--- config.mk ---
export PLATFORM = sky130hd
export DESIGN_NAME = mux_2x1
export DESIGN_NICKNAME = d
export VERILOG_FILES = /design/src/rtl/mux_2x1.sv
export SDC_FILE = /design/constraint.sdc
export NUM_CORES = 1
export LEC_CHECK = 0
export CORE_UTILIZATION = 37
export DETAILED_ROUTE_END_ITERATION = 10
export HOLD_SLACK_MARGIN = 0.12
export MAX_ROUTING_LAYER = met4
export PLACE_DENSITY = 0.86
export SLEW_MARGIN = 20
export SYNTH_ARGS = -nofsm -noshare
export SYNTH_HDL_FRONTEND = slang
export SYNTH_SLANG_ARGS = --single-unit
--- constraint.sdc ---
create_clock -name clk -period 1.95 [get_ports clk]
set_input_delay 0.2925 -clock clk [delete_from_list [all_inputs] [get_ports clk]]
set_output_delay 0.2925 -clock clk [all_outputs]
set_load 0.05 [all_outputs]
--- src/rtl/mux_2x1.sv ---
// Two-input word selector for the single-cycle datapath, with a registered
// copy of the selected word and select for debug taps and trace capture.
module mux_2x1 #(
   parameter int WIDTH = 32
) (
   input  logic             clk,
   input  logic             rst,
   input  logic [WIDTH-1:0] e1,
   input  logic [WIDTH-1:0] e2,
   input  logic             sel,
   input  logic             en,
   output logic [WIDTH-1:0] salMux,
   output logic [WIDTH-1:0] salMux_q,
   output logic             sel_q
);

   // An unknown select gives an unknown word instead of silently favouring an input
   always_comb begin
      salMux = 'x;
      if (sel == 1'b1)
         salMux = e2;
      else if (sel == 1'b0)
         salMux = e1;
   end

   // Trace registers hold the word alongside the select that chose it
   always_ff @(posedge clk) begin
      if (rst) begin
         salMux_q <= '0;
         sel_q    <= 1'b0;
      end else if (en) begin
         salMux_q <= salMux;
         sel_q    <= sel;
      end
   end

endmodule

==> impl_metrics.toml <==
[clocking]
cts.clk_slew.worst_paths_ns = 0.07
cts_buffers = 5
cts_max_level = 2
number_of_setup_buffers_added_after_cts = 0
clock_sink_count = 33
postCtsHoldBufs = 0
clockBufferDepth = 2
clk-insertion-delay-late_ns = 0.27
tritoncts = "yes"
cts_root_buf = "clkbuf_8"
cts_repair_resize_count = 0

[setup_path]
path_cells = "clkdlybuf4s50_1"
ff2ff_setup_slack_ns = 1.23
worst_ep_required_time_ns = 1.66
critPathCaptureType = "output port"
regToRegStartpoint = "salMux_q[16]"
worst-endpoint-arrival_ns = 1.43
cpMaxStageDelayCell = "clkdlybuf4s50_1"
critPathKind = "reg2out"
crit_family = "buffers and inverters"
cp.depth = 1
crit_start = "salMux_q[18]"
crit_path_end = "salMux_q[18]"
critPathLaunchType = "flop"
crit_path_max_fanout = 2
rr_endpoint = "salMux_q[16]"
critical_path_buffers_and_inverters = 1
ff2ff_path_depth = 2
critPathMaxStageDelay_ns = 0.82

[logic_synthesis]
postSynthNetCount = 214
sequential_cell_area_fraction_in_the_yosys_report_pct = 36.19
synthesis.yosys.warnings = 0
synth_cell_type_count = 12
synth_seq_cells = 33
syn-instance-count = 146
syn-cell-area_sq_um = 1826
postSynthAreaPerCell_sq_um = 12.50

[timing]
fin_worst_hold_slack_ns = 0.5286
final_critical_path_setup_slack_ns = 0.2250
final_report_setup_violation_count = 0
finalSetupTns_ns = 0
grt_setup_unrepaired = "false"
report.final.slew_viol_count = 0
final_min_period_over_clock_period_pct = 88.46
maxClockFrequency_ghz = 0.5797
finalWorstPathRequiredPeriod_ns = 1.725
final-hold-violation-count = 0
timing_worst_slew_pin_value_ns = 0.5259
skew_ns = 0
relSlewSlack_pct = 64.83

[die]
boundaryPins = 133
core_region_area_sq_um = 4723
floorplan.die.width_um = 72.24
design.die.area_sq_um = 5219
die_h_um = 72.24
num_rows = 25
initial_utilization_pct = 38.65

[power_and_ir_drop]
power_per_cell_area_nw_per_um2 = 729.4
max-vdd-ir-drop_mv = 0.4457
leakage_nw = 1.332

[route]
drc_errors = 0
via_density_per_instance = 4.723
vias = 1620
postRouteAntennaNets = 0
first_pass_iters = 3
initialDrtViolationCount = 45
route.detailed.wl_per_inst_um = 13.89
drt-total-wl_mm = 4.765

[global_routing]
globalRouteOverflowTotal = 0
wire_length_of_the_first_global_routing_pass_mm = 7.224
grt_antenna_before_repair = 0
grt_max_degree = 34
grt_util_all_layers_pct = 18.03
first_global_vias = 1663

[flow_run]
maxCapViolCount = 0

[outcome]
outcome = "complete, no violations"

[min_path]
hold_class = "reg2reg"

[place]
place_ws_ns = 0.4167
dp.final_hpwl_mm = 3.536
place_congestion = 0.6635
place.port_buffers = 132

[cells_and_area]
post-route-util_pct = 68.00
post_route_cells_drive_above_1_share_pct = 39.13
design.final.nets = 343
antenna-diode-count = 0
layout.filler_cells = 393
syn_to_final_growth_pct = 75.94
## final cells by class
type,instances,area [sq um],area share [%]
Clock buffer,7,86.33,2.688
Clock inverter,1,30.03,0.9349
Inverter,1,3.754,0.1169
Multi-Input combinational cell,98,1044,32.49
Sequential cell,33,660.6,20.57
Tap cell,67,83.83,2.610
Timing Repair Buffer,136,1304,40.59
## through the flow
stage	cells	area, sq um	power (W)
3_5_place_dp	335	3095	0.001716
5_1_grt	343	3212	0.002448
4_1_cts	343	3212	0.002373
2_1_floorplan	146	1826	0.001378
3_3_place_gp	335	3095	0.001701
6_report	343	3212	0.002343
## power by group
part | total, W | internal [W] | switching, W
registers | 0.000748 | 0.000725 | 0.0000232
clock network | 0.000648 | 0.000416 | 0.000232
logic | 0.000947 | 0.000425 | 0.000522
total | 0.00234 | 0.00157 | 0.000776
## worst min path at each step
stage                     start    end  slack (ns)  depth (start not counted)
after floorplan             rst  sel_q        0.55                          2
after global placement    sel_q  sel_q        0.49                          2
after detailed placement  sel_q  sel_q        0.51                          2
after CTS                 sel_q  sel_q        0.54                          2
after global routing      sel_q  sel_q        0.57                          2
final                     sel_q  sel_q        0.53                          2
## logic make-up after synthesis
| family | share of synthesized area [%] |
|---|---|
| simple gates | 0.2054 |
| flops | 36.19 |
| buf+inv | 6.648 |
| mux | 26.25 |
| compound gates | 30.71 |
## placed cells by master, fill, tap and decap left out
cell and count:
o21ba_2 32, mux2i_1 1, buf_2 1, clkbuf_1 1, dfxtp_1 33, clkdlybuf4s50_1 99
bufinv_16 1, inv_1 1, o21a_1 32, mux2_2 3, clkbuf_8 6, buf_4 33
mux2_4 29, buf_12 3, nor2_1 1
## Yosys cell counts
library cell / n / area [sq um]
dfxtp_1: 33 / 660.6
o21ba_2: 32 / 320.3
buf_2: 7 / 35.03
mux2_2: 3 / 33.78
mux2_4: 29 / 435.4
mux2i_1: 1 / 10.01
buf_12: 3 / 60.06
buf_6: 1 / 11.26
inv_1: 1 / 3.750
o21a_1: 32 / 240.2
nor2_1: 1 / 3.750
clkbuf_1: 3 / 11.26
## state kept, by name, indices dropped and copies added, names as in the netlist
name      flops
sel_q         1
salMux_q     32
## metal layers
metal  vias to the layer above  GRT usage (%)  wire length, um
li1                        782              -                -
met4                         0          5.229               63
met2                        71          35.31             2620
met5                         -              -                0
met1                       758          16.93             1745
met3                         9          4.861              335
(Power assumes the default switching activity.)
